## src/rtl/vga_sync_decoder.sv

```systemverilog
// vga_sync_decoder
//   Recovers pixel coordinates and timing lock from a raw VGA sync stream.
//   sync_h, sync_v and blank_n are registered once (s_h, s_v, s_b) and again
//   (d_h, d_v, d_b) for edge detection. A falling s_h starts a line (LS) and
//   a falling s_v starts a frame (FS). Line and frame lengths are measured
//   against H_TOTAL / V_TOTAL. A three-state FSM (SEARCH, CHECK, LOCKED)
//   declares lock after LOCK_FRAMES consecutive good frames.
//
// Parameters
//   H_TOTAL      pixel clocks per line
//   V_TOTAL      lines per frame
//   LOCK_FRAMES  consecutive good frames needed to lock
//
// Ports
//   clk          pixel clock, one pixel per cycle
//   reset        asynchronous active-high reset
//   sync_h       horizontal sync, active low
//   sync_v       vertical sync, active low
//   blank_n      high during active video
//   col_o        active-pixel column (saturates at 1023)
//   row_o        active-line row (saturates at 1023)
//   pix_valid    col_o/row_o address a displayable pixel (s_b AND locked)
//   frame_start  one-cycle pulse on every FS
//   locked       timing matches H_TOTAL/V_TOTAL
//   err          one-cycle pulse when timing breaks while locked
//   err_cnt_o    saturating count of err pulses
//
// Build option
//   VGA_DEC_ERRCNT_EN  when defined, err_cnt_o counts err pulses (saturating
//                      at 255, cleared only by reset); otherwise it is tied 0.
module vga_sync_decoder #(
  parameter int H_TOTAL     = 800,
  parameter int V_TOTAL     = 525,
  parameter int LOCK_FRAMES = 2
) (
  input  logic       clk,
  input  logic       reset,
  input  logic       sync_h,
  input  logic       sync_v,
  input  logic       blank_n,
  output logic [9:0] col_o,
  output logic [9:0] row_o,
  output logic       pix_valid,
  output logic       frame_start,
  output logic       locked,
  output logic       err,
  output logic [7:0] err_cnt_o
);

  localparam int CNT_W = (LOCK_FRAMES < 2) ? 1 : $clog2(LOCK_FRAMES + 1);
  localparam logic [11:0]      H_TOTAL_W = 12'(H_TOTAL);
  localparam logic [10:0]      V_TOTAL_W = 11'(V_TOTAL);
  localparam logic [CNT_W-1:0] LOCK_W    = CNT_W'(LOCK_FRAMES);

  typedef enum logic [1:0] {
    SEARCH,
    CHECK,
    LOCKED
  } state_t;

  state_t           state;
  state_t           state_next;
  logic [CNT_W-1:0] good_cnt;
  logic [CNT_W-1:0] good_cnt_next;
  logic [CNT_W-1:0] good_cnt_inc;
  logic             bad_seen;
  logic             bad_seen_next;
  logic             err_int;

  logic s_h, s_v, s_b;
  logic d_h, d_v, d_b;
  logic ls, fs, b_fall;

  logic [10:0] h_cnt;
  logic [9:0]  v_cnt;
  logic [9:0]  col_cnt;
  logic [9:0]  row_cnt;
  logic [11:0] line_len;
  logic [10:0] frame_len;
  logic        line_bad;
  logic        frame_ok;
  logic        h_sat;

  // Input registers and the delayed copies used for edge detection. Nothing
  // downstream ever looks at the raw pins.
  always_ff @(posedge clk or posedge reset) begin
    if (reset) begin
      s_h <= 1'b0;
      s_v <= 1'b0;
      s_b <= 1'b0;
      d_h <= 1'b0;
      d_v <= 1'b0;
      d_b <= 1'b0;
    end else begin
      s_h <= sync_h;
      s_v <= sync_v;
      s_b <= blank_n;
      d_h <= s_h;
      d_v <= s_v;
      d_b <= s_b;
    end
  end

  assign ls     = d_h & ~s_h;
  assign fs     = d_v & ~s_v;
  assign b_fall = d_b & ~s_b;

  // A line/frame length is only meaningful in the cycle of its LS/FS. An LS
  // coinciding with FS belongs to the frame that FS terminates.
  assign line_len  = {1'b0, h_cnt} + 12'd1;
  assign line_bad  = ls && (line_len != H_TOTAL_W);
  assign frame_len = {1'b0, v_cnt} + {10'd0, ls};
  assign frame_ok  = (frame_len == V_TOTAL_W);
  assign h_sat     = (h_cnt == 11'h7FF);

  // Timing measurement counters: cycles since LS and lines since FS, both
  // saturating so a dead sync input cannot wrap them into a plausible value.
  always_ff @(posedge clk or posedge reset) begin
    if (reset) begin
      h_cnt <= '0;
      v_cnt <= '0;
    end else begin
      if (ls)
        h_cnt <= '0;
      else if (!h_sat)
        h_cnt <= h_cnt + 11'd1;

      if (fs)
        v_cnt <= '0;
      else if (ls && (v_cnt != 10'h3FF))
        v_cnt <= v_cnt + 10'd1;
    end
  end

  // Pixel address counters. Column advances on every active cycle and is
  // cleared at line start; row advances when active video ends for a line.
  always_ff @(posedge clk or posedge reset) begin
    if (reset) begin
      col_cnt <= '0;
      row_cnt <= '0;
    end else begin
      if (ls)
        col_cnt <= '0;
      else if (s_b && (col_cnt != 10'h3FF))
        col_cnt <= col_cnt + 10'd1;

      if (fs)
        row_cnt <= '0;
      else if (b_fall && (row_cnt != 10'h3FF))
        row_cnt <= row_cnt + 10'd1;
    end
  end

  // Output stage: the address of the pixel seen in s_b is presented together
  // with its valid flag one cycle later.
  always_ff @(posedge clk or posedge reset) begin
    if (reset) begin
      col_o     <= '0;
      row_o     <= '0;
      pix_valid <= 1'b0;
    end else begin
      col_o     <= col_cnt;
      row_o     <= row_cnt;
      pix_valid <= s_b && (state == LOCKED);
    end
  end

  // Lock FSM state register, good-frame counter and the "this frame already
  // had a bad line" flag.
  always_ff @(posedge clk or posedge reset) begin
    if (reset) begin
      state    <= SEARCH;
      good_cnt <= '0;
      bad_seen <= 1'b0;
    end else begin
      state    <= state_next;
      good_cnt <= good_cnt_next;
      bad_seen <= bad_seen_next;
    end
  end

  assign good_cnt_inc = good_cnt + CNT_W'(1);

  // Lock FSM next state. In CHECK a bad line clears the count immediately
  // and also poisons the frame it belongs to, so the closing FS cannot count
  // it as good. Only LOCKED raises err.
  always_comb begin
    state_next    = state;
    good_cnt_next = good_cnt;
    bad_seen_next = bad_seen;
    err_int       = 1'b0;
    if (fs)
      bad_seen_next = 1'b0;
    case (state)
      SEARCH: begin
        if (fs) begin
          state_next    = CHECK;
          good_cnt_next = '0;
        end
      end
      CHECK: begin
        if (line_bad) begin
          good_cnt_next = '0;
          if (!fs)
            bad_seen_next = 1'b1;
        end
        if (fs) begin
          if (frame_ok && !bad_seen && !line_bad) begin
            if (good_cnt_inc == LOCK_W) begin
              state_next    = LOCKED;
              good_cnt_next = '0;
            end else begin
              good_cnt_next = good_cnt_inc;
            end
          end else begin
            good_cnt_next = '0;
          end
        end
      end
      LOCKED: begin
        if (line_bad || (fs && !frame_ok) || h_sat) begin
          err_int    = 1'b1;
          state_next = SEARCH;
        end
      end
      default: begin
        state_next    = SEARCH;
        good_cnt_next = '0;
      end
    endcase
  end

  assign locked      = (state == LOCKED);
  assign frame_start = fs;
  assign err         = err_int;

`ifdef VGA_DEC_ERRCNT_EN
  logic [7:0] err_cnt_q;

  // Error counter, saturating at 255; only reset clears it.
  always_ff @(posedge clk or posedge reset) begin
    if (reset)
      err_cnt_q <= '0;
    else if (err_int && (err_cnt_q != 8'hFF))
      err_cnt_q <= err_cnt_q + 8'd1;
  end

  assign err_cnt_o = err_cnt_q;
`else
  assign err_cnt_o = 8'd0;
`endif

endmodule

```

## config.mk

```make
export PLATFORM = sky130hd
export DESIGN_NAME = vga_sync_decoder
export DESIGN_NICKNAME = d
export VERILOG_FILES = /design/src/rtl/vga_sync_decoder.sv
export SDC_FILE = /design/constraint.sdc
export NUM_CORES = 1
export LEC_CHECK = 0
export ABC_AREA = 1
export BUFFER_PORTS_ARGS = -buffer_cell sky130_fd_sc_hd__buf_2
export CAP_MARGIN = 15
export CORE_UTILIZATION = 60
export CTS_BUF_LIST = sky130_fd_sc_hd__clkbuf_8
export DETAILED_ROUTE_END_ITERATION = 6
export PLACE_DENSITY = 0.89
export SYNTH_ARGS = -nofsm -noshare
export SYNTH_HDL_FRONTEND = slang
export SYNTH_SLANG_ARGS = --single-unit
```

## constraint.sdc

```tcl
create_clock -name clk -period 6.3 [get_ports clk]
set_input_delay 0.315 -clock clk [delete_from_list [all_inputs] [get_ports clk]]
set_output_delay 0.315 -clock clk [all_outputs]
set_load 0.05 [all_outputs]
```

==> results of run 1 <==
flip-flops by register name (all words and copies together), names as in the netlist, 2 cells and up:
| name | count |
|---|---|
| h_cnt | 11 |
| col_cnt | 10 |
| row_cnt | 10 |
| v_cnt | 10 |
| col_o | 10 |
| good_cnt | 2 |
| row_o | 10 |
| state | 2 |
power by group:
group	leakage (nW)	total, W	internal (W)	switching [W]
Clock	0.121	0.000442	0.000263	0.000179
Combinational	0.920	0.000207	0.0000551	0.000152
Sequential	0.981	0.000550	0.000510	0.0000402
Total	2.02	0.00120	0.000829	0.000371
layer usage:
metal	share of wire (%)	GRT usage, %
met5	0	0
met4	2.7	15.6
met2	50	42.6
met3	3.6	4.14
met1	44	33.9
placed cells by master (no fill, tap or decap), types with 2 or more instances in the layout:
master	Yosys	layout
and3_1	2	2
nand3b_1	2	2
nand3_1	26	26
a21oi_2	2	2
nor3_1	9	9
xor2_1	2	2
inv_1	55	55
nand2_2	9	9
nor2_1	40	40
buf_4	8	2
nand2_1	87	87
o21ai_1	4	4
dfrtp_1	73	73
clkbuf_8	0	9
conb_1	1	8
a31oi_1	5	5
buf_2	0	28
bufinv_16	0	3
a21oi_1	33	33
nand4_1	6	6
o21ai_0	26	26
nor2_4	2	2
nor2_2	9	9
inv_2	3	4
o21ai_2	2	2
nand2_4	2	2
nand3_2	4	4
ha_1	7	7
final timing paths:
kind | from | end | cells after the start
worst min register to register | s_h$_DFF_PP0_ | d_h$_DFF_PP0_ | 0
min in group asynchronous | reset | row_o[2]$_DFF_PP0_ | 3
max in group asynchronous | reset | col_o[3]$_DFF_PP0_ | 3
worst min-delay path | sync_h | s_h$_DFF_PP0_ | 1
worst max-delay path | s_h$_DFF_PP0_ | err | 15
worst max register to register | s_h$_DFF_PP0_ | state[0]$_DFFE_PP0P_ | 16
area by class of cell:
class / instances / area [um^2] / share of cell area [%]
Sequential cell: 73 / 1830 / 45.5
Multi-Input combinational cell: 292 / 1490 / 37.0
Inverter: 58 / 218 / 5.42
Timing Repair Buffer: 30 / 155 / 3.86
Clock buffer: 9 / 124 / 3.08
Clock inverter: 7 / 119 / 2.96
Tap cell: 72 / 90.1 / 2.24
cells by family (layout without fill, tap and decap cells):
| group | Yosys count | in the layout | synth area share (%) |
|---|---|---|---|
| XOR/XNOR | 2 | 2 | 0.489 |
| adder cells (fa/ha/maj) | 7 | 7 | 2.44 |
| buffers and inverters | 71 | 104 | 8.28 |
| AO/OA/AOI/OAI | 75 | 75 | 11.3 |
| AND/OR/NAND/NOR | 200 | 200 | 26.4 |
| other | 1 | 8 | 0.105 |
| flip-flops | 73 | 73 | 51.0 |
stage by stage:
step / area, um^2 / setup WS [ps] / power [W] / hold WS, ps / cells
floorplan: 3610 / 3150 / 0.000718 / 346 / 436
finish: 4020 / 3320 / 0.00120 / 63.9 / 541
global placement: 3780 / 3830 / 0.000751 / 361 / 525
CTS: 4020 / 3340 / 0.00121 / 51.2 / 541
detailed placement: 3780 / 3760 / 0.000762 / 365 / 525
global route: 4020 / 3180 / 0.00125 / 60.7 / 541
critical path, stage by stage, from the launching register on:
cell and delay [ps]:
dfrtp_1 380, nor2_1 100, buf_4 240, ha_1 230, ha_1 210, nand2_2 110
nor2_4 140, nand2_1 60, nand2_1 60, nand2_1 60, inv_1 50, nor2_1 40
nand2_1 70, a21oi_2 70, a21oi_1 190, buf_2 290
==> results by group, run 1 <==
Clock network
  – CTS tree: done
  – H-tree Lvls: 3
  – TritonCTS buffer count: 9
  – Clock Root Buffer: clkbuf_8
  – Sink Count: 73
  – Clock latency on the worst-skew pair: around 350 ps
  – Post-CTS Resized: 0
  – Clock buffer depth: 2
  – Clock-pin slew on the worst setup and hold paths: around 80 ps
  – Hold-fix buffers at CTS: 0
  – Buffer count from post-CTS setup fixing: 0

Route
  – ANT nets after route: 0
  – Routed WL: approximately 7300 um
  – Via count: between 2000 and 3000
  – Vias per inst: between 5 and 6
  – Residual DRC: 0
  – Iter 0 DRT Violations: 145
  – Pre-Repair DR Iteration Count: 4
  – DR WL/cell: around 13 um

Timing
  – Fmax: around 0.34 GHz
  – Final min period: approximately 3000 ps
  – Fin Clk Skew: 8.64 ps
  – Rel. slew slack: between 40% and 50%
  – Period utilization: a little under half
  – Max Transition Viols Final: 0
  – Hold Violations, Final: 0
  – Final TNS setup: 0 ps
  – RSZ-0062 raised after global routing: no
  – Slew @ Worst Pin: approximately 900 ps
  – Final setup vio count: 0

Yosys
  – Distinct cell type count after synthesis: 31
  – Synthesized instance count: 429
  – Post-synth EDFFs: 0
  – Sequential-to-total area share from yosys stat: between 50 and 60%
  – Post-synth ARST share: 100%
  – Top FF cell, synth: dfrtp_1
  – Cell Area, Synth: ~0.0036 mm^2
  – Post-synthesis area per instance: roughly 8.4 um^2
  – Area contributors post-synth: dfrtp_1 51%, nand2_1 9.1%, inv_1 5.8%
  – Commonest cells in the netlist: 87 x nand2_1, 73 x dfrtp_1, 55 x inv_1
  – Synth Register Bits: 73
  – Area leader, netlist: dfrtp_1
  – Yosys top cell area share: 51.0%
  – Synth warn: 0
  – Top-count cell post-synth: nand2_1

Setup path
  – Crit-path max FO: 16
  – Worst path required time: between 5000 and 6000 ps
  – CP arrival: 2660 ps
  – Worst reg-to-reg setup slack: slightly below 4000 ps
  – Kind of critical path: reg -> out
  – CP startpoint kind: flop
  – Crit path capture type: primary output

Global route
  – Grt total ovfl: 0
  – Global-route wire length before repair: around 13000 um
  – GRT Overall Usage: 26.5%
  – Vias in the first global route: roughly 2800
  – Antenna violations before repair: 0
  – Largest net degree at the start of global routing: between 70 and 80

Cells and area
  – Final core utilization: 71.2%
  – Area grow syn2layout: 12.2%
  – # fillers: roughly 420
  – Share of cells above drive strength 1: 17.3%
  – Nets: between 400 and 500
  – ANT cells: 0

Floorplan
  – Die Footprint: 0.00629 mm^2
  – Initial Utilization: 63.5%
  – I/O Pins: 37
  – Std-Cell Rows: 27
  – Core area: roughly 0.0056 mm^2
  – Die height: between 70 and 80 um
  – Die W: about 80 um

Power and ir drop
  – Worst vdd ir: between 200 and 250 uV
  – LEAKAGE: 2.02 nW
  – Pwr dens: 299 mW/mm^2

Min path
  – Worst Hold Class: in -> reg

Place
  – Placer Congestion: 0.850
  – Port bufs: 28
  – DP Wirelength: 5010 um

Job
  – Max_cap viols: 0

Outcome
  – Outcome: completed
(Power assumes the default switching activity.)
==> run 2: changes to the inputs <==
--- a/config.mk
+++ b/config.mk
@@ -5,13 +5,13 @@
 export SDC_FILE = /design/constraint.sdc
 export NUM_CORES = 1
 export LEC_CHECK = 0
-export ABC_AREA = 1
+export ABC_AREA = 0
 export BUFFER_PORTS_ARGS = -buffer_cell sky130_fd_sc_hd__buf_2
 export CAP_MARGIN = 15
-export CORE_UTILIZATION = 60
+export CORE_UTILIZATION = 55
 export CTS_BUF_LIST = sky130_fd_sc_hd__clkbuf_8
 export DETAILED_ROUTE_END_ITERATION = 6
-export PLACE_DENSITY = 0.89
+export PLACE_DENSITY = 0.87
 export SYNTH_ARGS = -nofsm -noshare
 export SYNTH_HDL_FRONTEND = slang
 export SYNTH_SLANG_ARGS = --single-unit
==> constraint.sdc (replaced) <==
create_clock -name clk -period 2.68 [get_ports clk]
set_input_delay 0.134 -clock clk [delete_from_list [all_inputs] [get_ports clk]]
set_output_delay 0.134 -clock clk [all_outputs]
set_load 0.05 [all_outputs]
==> run 2 against run 1 <==
Sequential power up 140%. Non-clock buffer count up 12. Worst hold slack better by 330 ps. Synthesized cell count is 26% lower. Synthesized area is 5.9% lower. Via count is 15% lower. Clock skew grew 2.6 ps. Register-to-register slack lost 3700 ps. Highest routed layer unchanged.
==> results by group, run 2 <==
Global route
  – Vias in the first global route: 2576 (was 2829)
  – Antenna violations before repair: 0 (unchanged)
  – Largest net degree at the start of global routing: 34 (was 74)
  – GRT Overall Usage: 23.9% (was 26.5%)
  – Global-route wire length before repair: 11700 um (was 12600 um)
  – Grt total ovfl: 0 (unchanged)

Place
  – Placer Congestion: 0.846 (was 0.850)
  – Pre-CTS setup slack: 191 ps (was 3760 ps)
  – DP Wirelength: 4400 um (was 5010 um)
  – Port bufs: 28 (unchanged)
  – Placed cell count: 417 (was 525)

Min path
  – Worst Hold Class: reg -> reg (was in -> reg)

Timing
  – Final TNS setup: 0 ps (unchanged)
  – Period utilization: ~100%
  – Rel. slew slack: 47.9% (was 40.2%)
  – Hold Violations, Final: 0 (unchanged)
  – Final setup vio count: 0 (unchanged)
  – Max Transition Viols Final: 0 (unchanged)
  – Fmax: 0.374 GHz
  – Slew @ Worst Pin: 781 ps (was 897 ps)
  – Fin Clk Skew: 11.3 ps (was 8.64 ps)
  – Final min period: 2670 ps
  – RSZ-0062 raised after global routing: yes (was no)
  – Setup ws final: 5.49 ps (was 3320 ps)

Route
  – Via count: 2520 (was 2966)
  – Routed WL: 6980 um (was 7300 um)
  – Vias per inst: 5.73 (was 5.48)
  – ANT nets after route: 0 (unchanged)
  – DR WL/cell: 15.9 um (was 13.5 um)
  – Pre-Repair DR Iteration Count: 4 (unchanged)
  – Iter 0 DRT Violations: 148 (was 145)
  – Residual DRC: 0 (unchanged)

Cells and area
  – Register area: 0.00183 mm^2 (about the same)
  – Non-Filler Instances: 440 (was 541)
  – Commonest non-fill, non-tap cell in the layout: dfrtp_1 (was nand2_1)
  – Area grow syn2layout: 18.0% (was 12.2%)
  – ANT cells: 0 (unchanged)
  – Commonest non-fill, non-tap cells in the layout: 71 x dfrtp_1, 38 x nor2_1, 27 x buf_2 (was 87 x nand2_1, 73 x dfrtp_1, 55 x inv_1)
  – Area occupied by multi-input gates: 0.00151 mm^2 (was 0.00149 mm^2)
  – Largest reg by FF count: h_cnt (unchanged)
  – Share of cells above drive strength 1: 22.5% (was 17.3%)
  – Nets: 372 (was 476)
  – Final core utilization: 67.2% (was 71.2%)
  – # fillers: 422 (was 423)
  – Max FFs per register: 11 (unchanged)

Yosys
  – Post-synth ARST share: 100% (unchanged)
  – Area contributors post-synth: dfrtp_1 54%, xor2_1 4.9%, nor2_1 4.2% (was dfrtp_1 51%, nand2_1 9.1%, inv_1 5.8%)
  – Area leader, netlist: dfrtp_1 (unchanged)
  – Synthesized instance count: 318 (was 429)
  – Yosys top cell area share: 54.2% (was 51.0%)
  – Synth Register Bits: 73 (unchanged)
  – Distinct cell type count after synthesis: 54 (was 31)
  – Top FF cell, synth: dfrtp_1 (unchanged)
  – Post-synth EDFFs: 0 (unchanged)
  – Post-synthesis area per instance: 10.6 um^2 (was 8.35 um^2)
  – Commonest cells in the netlist: 73 x dfrtp_1, 38 x nor2_1, 23 x nand2_1 (was 87 x nand2_1, 73 x dfrtp_1, 55 x inv_1)
  – Sequential-to-total area share from yosys stat: 54.2% (was 51.0%)
  – Top-count cell post-synth: dfrtp_1 (was nand2_1)
  – Cell Area, Synth: 0.00337 mm^2 (was 0.00358 mm^2)
  – Synth warn: 0 (unchanged)

Clock network
  – Sink Count: 73 (unchanged)
  – Clock latency on the worst-skew pair: 350 ps (about the same)
  – CTS tree: done (unchanged)
  – Clock buffer depth: 2 (unchanged)
  – Clock Root Buffer: clkbuf_8 (unchanged)
  – H-tree Lvls: 3 (unchanged)
  – TritonCTS buffer count: 9 (unchanged)
  – Clock-pin slew on the worst setup and hold paths: 70 ps (was 80 ps)

Power and ir drop
  – LEAKAGE: 1.83 nW (was 2.02 nW)
  – Worst vdd ir: 568 uV (was 216 uV)
  – Pwr dens: 690 mW/mm^2 (was 299 mW/mm^2)

Floorplan
  – Die W: 80.3 um (was 79.3 um)
  – Initial Utilization: 56.9% (was 63.5%)
  – Die Footprint: 0.00645 mm^2 (was 0.00629 mm^2)
  – I/O Pins: 37 (unchanged)
  – Std-Cell Rows: 28 (was 27)
  – Die height: 80.3 um (was 79.3 um)
  – Core area: 0.00592 mm^2 (was 0.00564 mm^2)

Job
  – Max_cap viols: 0 (unchanged)

Setup path
  – Crit path capture type: primary output (unchanged)
  – CP startpoint kind: flop (unchanged)
  – Kind of critical path: reg -> out (unchanged)
  – Worst reg-to-reg setup slack: 240 ps (was 3900 ps)
  – Crit-path max FO: 3 (was 16)
  – CP arrival: 2540 ps (was 2660 ps)
  – Worst path required time: 2550 ps (was 5980 ps)

Outcome
  – Outcome: completed (unchanged)
[run 2: cell types whose count changed after synthesis, sizes merged, moves of 4 or more]
cell and delta:
or3 +5, nand2 -75, and4 +5, nand2b +4, o21ai -26, nor2 -14, inv -48, a21oi -25
nand3 -10, xor2 +17, xnor2 +8
[run 2: cell type report]
cell class                      instances  area share, %
Sequential cell                        73           46.0
Clock inverter                          7           3.02
Multi-Input combinational cell        224           38.0
Tap cell                               75           2.36
Inverter                               10          0.943
Clock buffer                            9           3.11
Timing Repair Buffer                   42           6.57
[run 2: routing by layer]
| metal | part of all wire [%] | vias up | wire [um] | global-route usage [%] |
|---|---|---|---|---|
| met5 | 0 | - | 0 | 0 |
| met4 | 2.3 | 0 | 159 | 11.1 |
| met3 | 4.8 | 22 | 335 | 5.91 |
| met2 | 51 | 86 | 3590 | 41.5 |
| met1 | 42 | 1217 | 2900 | 27.8 |
| li1 | - | 1195 | - | - |
[run 2: power breakdown]
part           total (W)  leakage [nW]  switching, W  internal [W]
Sequential       0.00130         0.978      0.000102       0.00119
Clock            0.00103         0.125      0.000411      0.000619
Combinational   0.000419         0.730      0.000284      0.000135
Total            0.00274          1.83      0.000797       0.00195
[run 2: path summary, 6_finish.rpt]
check | from | endpoint | depth (start not counted)
min | s_v$_DFF_PP0_ | d_v$_DFF_PP0_ | 0
max reg2reg | s_h$_DFF_PP0_ | state[0]$_DFFE_PP0P_ | 10
min reg2reg | s_v$_DFF_PP0_ | d_v$_DFF_PP0_ | 0
max in group asynchronous | reset | h_cnt[2]$_DFFE_PP0P_ | 4
max | s_h$_DFF_PP0_ | err | 9
min in group asynchronous | reset | col_o[0]$_DFF_PP0_ | 3
[run 2: stage by stage]
stage	total power [W]	hold slack, ps	cell area, um^2
3_3_place_gp	0.00167	244	3590
4_1_cts	0.00276	386	3910
6_report	0.00274	392	3980
2_1_floorplan	0.00161	165	3400
3_5_place_dp	0.00170	243	3590
5_1_grt	0.00288	422	3980
[run 2: kinds of logic after synthesis]
| logic type | share of synthesized area [%] |
|---|---|
| adders and majority gates | 2.60 |
| DFF | 54.2 |
| buffers and inverters | 4.19 |
| other | 0.111 |
| AOI/OAI and AO/OA | 10.1 |
| muxes | 1.22 |
| xor gates and xnor gates | 7.02 |
| and+or+nand+nor | 20.5 |
[run 2: what timing repair did]
item / CTS / global route
endpoints found under the setup margin: 1 / 1
endpoints found under the hold margin: 34 / 0
buffers inserted: 3 / 0
hold buffers: 4 / 0
resized for setup: 5 / 14
[run 2: worst max-delay path: stages (launching register included)]
cell and delay [ps]:
dfrtp_1 400, nor2b_2 170, ha_2 220, nand3_2 120, or2_2 330, a311oi_4 350
nor4b_4 90, o211ai_1 200, and2_4 170, buf_6 150
==> run 3: changes to the inputs <==
--- a/config.mk
+++ b/config.mk
@@ -6,12 +6,12 @@
 export NUM_CORES = 1
 export LEC_CHECK = 0
 export ABC_AREA = 0
-export BUFFER_PORTS_ARGS = -buffer_cell sky130_fd_sc_hd__buf_2
 export CAP_MARGIN = 15
-export CORE_UTILIZATION = 55
+export CORE_UTILIZATION = 27
 export CTS_BUF_LIST = sky130_fd_sc_hd__clkbuf_8
 export DETAILED_ROUTE_END_ITERATION = 6
-export PLACE_DENSITY = 0.87
+export DONT_BUFFER_PORTS = 1
+export PLACE_DENSITY = 0.5
 export SYNTH_ARGS = -nofsm -noshare
 export SYNTH_HDL_FRONTEND = slang
 export SYNTH_SLANG_ARGS = --single-unit
==> constraint.sdc (replaced) <==
create_clock -name clk -period 2.2 [get_ports clk]
set_input_delay 0.11 -clock clk [delete_from_list [all_inputs] [get_ports clk]]
set_output_delay 0.11 -clock clk [all_outputs]
set_load 0.05 [all_outputs]
==> run 3 against run 2 <==
The run now ends with setup timing left. First-iteration DRC count rose by 11%. Die area rose by 100%. Flip-flop and latch count did not move. Design area rose by 5.6%. Sequential share of layout area fell by 2.4 points. Count of clock-buffer cells in the layout did not move. Global-route usage fell by 12 points.
==> results by group, run 3 (synthesis gave the netlist of run 2 again) <==
Route
  – Pre-Repair DR Iteration Count: 4 (unchanged)
  – ANT nets after route: 0 (unchanged)
  – Iter 0 DRT Violations: 164 (was 148)
  – Vias per inst: 4.56 (was 5.73)
  – Via count: 2424 (was 2520)
  – Residual DRC: 0 (unchanged)
  – Routed WL: 6900 um (was 6980 um)
  – DR WL/cell: 13.0 um (was 15.9 um)

Setup path
  – Kind of critical path: reg -> out (unchanged)
  – CP startpoint kind: flop (unchanged)
  – Critical-path top delay cell: or4_1 (was dfrtp_1)
  – Crit-path max FO: 4 (was 3)
  – Crit path capture type: primary output (unchanged)
  – Crit. Startpoint: h_cnt[0]$_DFFE_PP0P_ (was s_h$_DFF_PP0_)
  – Crit-path cells: nand4b_1 > or4_1 > a32o_2 > o41ai_4 > o211ai_1 > and2_4 (was nor2b_2 > ha_2 > nand3_2 > or2_2 > a311oi_4 > nor4b_4 > o211ai_1 > and2_4 > buf_6)
  – Worst path required time: 2090 ps (was 2550 ps)
  – CP arrival: 2350 ps (was 2540 ps)
  – R2r startpoint: h_cnt[0]$_DFFE_PP0P_ (was s_h$_DFF_PP0_)
  – Worst path max stage delay: 520 ps (was 400 ps)

Clock network
  – Sink Count: 73 (unchanged)
  – Clock latency on the worst-skew pair: 370 ps (was 350 ps)
  – H-tree Lvls: 3 (unchanged)
  – Clock buffer depth: 2 (unchanged)
  – Clock Root Buffer: clkbuf_8 (unchanged)
  – TritonCTS buffer count: 9 (unchanged)
  – Clock-pin slew on the worst setup and hold paths: 80 ps (was 70 ps)
  – CTS tree: done (unchanged)

Place
  – Port bufs: 0 (was 28)
  – Placer Congestion: 0.798 (was 0.846)
  – Cell area after placement: 0.00382 mm^2 (was 0.00359 mm^2)
  – Pre-CTS setup slack: -115 ps (was 191 ps)
  – DP Wirelength: 4650 um (was 4400 um)

Cells and area
  – ANT cells: 0 (unchanged)
  – Commonest non-fill, non-tap cells in the layout: 71 x dfrtp_1, 38 x nor2_1, 32 x buf_4 (was 71 x dfrtp_1, 38 x nor2_1, 27 x buf_2)
  – Share of cells above drive strength 1: 24.2% (was 22.5%)
  – # fillers: 1229 (was 422)
  – Largest reg by FF count: h_cnt (unchanged)
  – Final Cell Area: 0.00420 mm^2 (was 0.00398 mm^2)
  – Register area: 0.00183 mm^2 (unchanged)
  – Area grow syn2layout: 24.6% (was 18.0%)
  – Area occupied by multi-input gates: 0.00158 mm^2 (was 0.00151 mm^2)
  – Max FFs per register: 11 (unchanged)
  – Commonest non-fill, non-tap cell in the layout: dfrtp_1 (unchanged)
  – Nets: 370 (was 372)

Power and ir drop
  – Worst vdd ir: 358 uV (was 568 uV)
  – Int Pwr: 0.00219 W (was 0.00195 W)
  – Clk network pwr share: 33.4% (was 37.5%)
  – LEAKAGE: 1.82 nW (was 1.83 nW)
  – Flop pwr share: 52.7% (was 47.2%)
  – Power Total: 0.00321 W (was 0.00274 W)
  – Net Switching: 0.00101 W (was 0.000797 W)
  – Pwr dens: 764 mW/mm^2 (was 690 mW/mm^2)
  – Net Sw Frac: 31.6% (was 29.0%)
  – Combinational Power Share: 13.9% (was 15.2%)

Timing
  – Rel. slew slack: 59.1% (was 47.9%)
  – RSZ-0062 raised after global routing: yes (unchanged)
  – Fin Clk Skew: 7.19 ps (was 11.3 ps)
  – Setup ws final: -263 ps (was 5.49 ps)
  – Slew @ Worst Pin: 613 ps (was 781 ps)
  – Fmax: 0.406 GHz
  – Period utilization: 112%
  – Final setup vio count: 1 (was 0)
  – Hold Violations, Final: 0 (unchanged)
  – Worst Hold Slack: 273 ps (was 392 ps)
  – Max Transition Viols Final: 0 (unchanged)
  – Final min period: 2460 ps

Floorplan
  – Core area: 0.0121 mm^2 (was 0.00592 mm^2)
  – Die Footprint: 0.0129 mm^2 (was 0.00645 mm^2)
  – I/O Pins: 37 (unchanged)
  – Std-Cell Rows: 40 (was 28)
  – Die W: 114 um (was 80.3 um)
  – Initial Utilization: 27.8% (was 56.9%)
  – Die height: 114 um (was 80.3 um)

Global route
  – Largest net degree at the start of global routing: 32 (was 34)
  – Antenna violations before repair: 0 (unchanged)
  – GRT Overall Usage: 12.0% (was 23.9%)
  – Vias in the first global route: 2453 (was 2576)
  – Global-route wire length before repair: 12100 um (was 11700 um)
  – Grt total ovfl: 0 (unchanged)

Min path
  – Worst Hold Class: in -> async (was reg -> reg)

Outcome
  – Outcome: finished, violations left (was completed)
  – Failing checks: setup timing

Job
  – Max_cap viols: 0 (unchanged)
-- run 3: cell count changes in the layout (fill, tap and decap cells not counted), moves of 3 or more --
cell / before / now
clkinv_4: 3 / 0
buf_4: 10 / 32
inv_6: 0 / 3
ha_4: 1 / 4
buf_2: 27 / 0
-- run 3: final timing paths --
check / endpoint / slack [ps] / cells past startpoint
min in group clk: s_b$_DFF_PP0_ / 290 / 1
max: err / -260 / 6
min: row_o[0]$_DFF_PP0_ / 270 / 2
max reg2reg: good_cnt[1]$_DFFE_PP0P_ / 30 / 7
min reg2reg: d_v$_DFF_PP0_ / 380 / 0
max in group asynchronous: h_cnt[1]$_DFFE_PP0P_ / 1250 / 3
-- run 3: power by group through the flow --
stage	combinational [W]	sequential, W	clock [W]
3_5_place_dp	0.000418	0.00171	0
6_report	0.000446	0.00169	0.00107
2_1_floorplan	0.000298	0.00169	0
3_3_place_gp	0.000408	0.00171	0
5_1_grt	0.000504	0.00171	0.00119
4_1_cts	0.000431	0.00168	0.00113
-- run 3: metrics by stage --
| stage | TNS, ps | util [%] | std cells |
|---|---|---|---|
| 6_report | -263 | 34.7 | 531 |
| 5_1_grt | -599 | 34.7 | 531 |
| 4_1_cts | -291 | 33.9 | 529 |
| 3_5_place_dp | -240 | 31.5 | 505 |
| 3_3_place_gp | -86.3 | 31.5 | 505 |
| 2_1_floorplan | -284 | - | 325 |
-- run 3: area by class of cell --
type                            instances  area share, %
Clock buffer                            9           2.95
Clock inverter                          7           1.82
Inverter                               10          0.894
Multi-Input combinational cell        224           37.6
Sequential cell                        73           43.6
Tap cell                              168           5.00
Timing Repair Buffer                   40           8.16
-- run 3: layer usage --
layer	part of all wire, %	global-route usage (%)	vias to the layer above
met1	46	14.6	1190
met2	48	19.0	33
met5	0	0	-
met3	4.4	4.57	12
met4	1.7	4.91	0
li1	-	-	1189
-- run 3: worst max-delay path, delay by kind of cell, from the launching register on --
| family | cells | cell delay [ps] |
|---|---|---|
| AOI/OAI and AO/OA | 3 | 700 |
| DFF | 1 | 430 |
| and+or+nand+nor | 3 | 860 |
-- run 3: timing repair --
item / in CTS / in global routing
pin swaps: 7 / 8
buffers inserted: 4 / 2
hold endpoints to repair: 29 / 0
hold buffers: 4 / 0
gates resized for setup: 5 / 16
endpoints found under the setup margin: 4 / 6
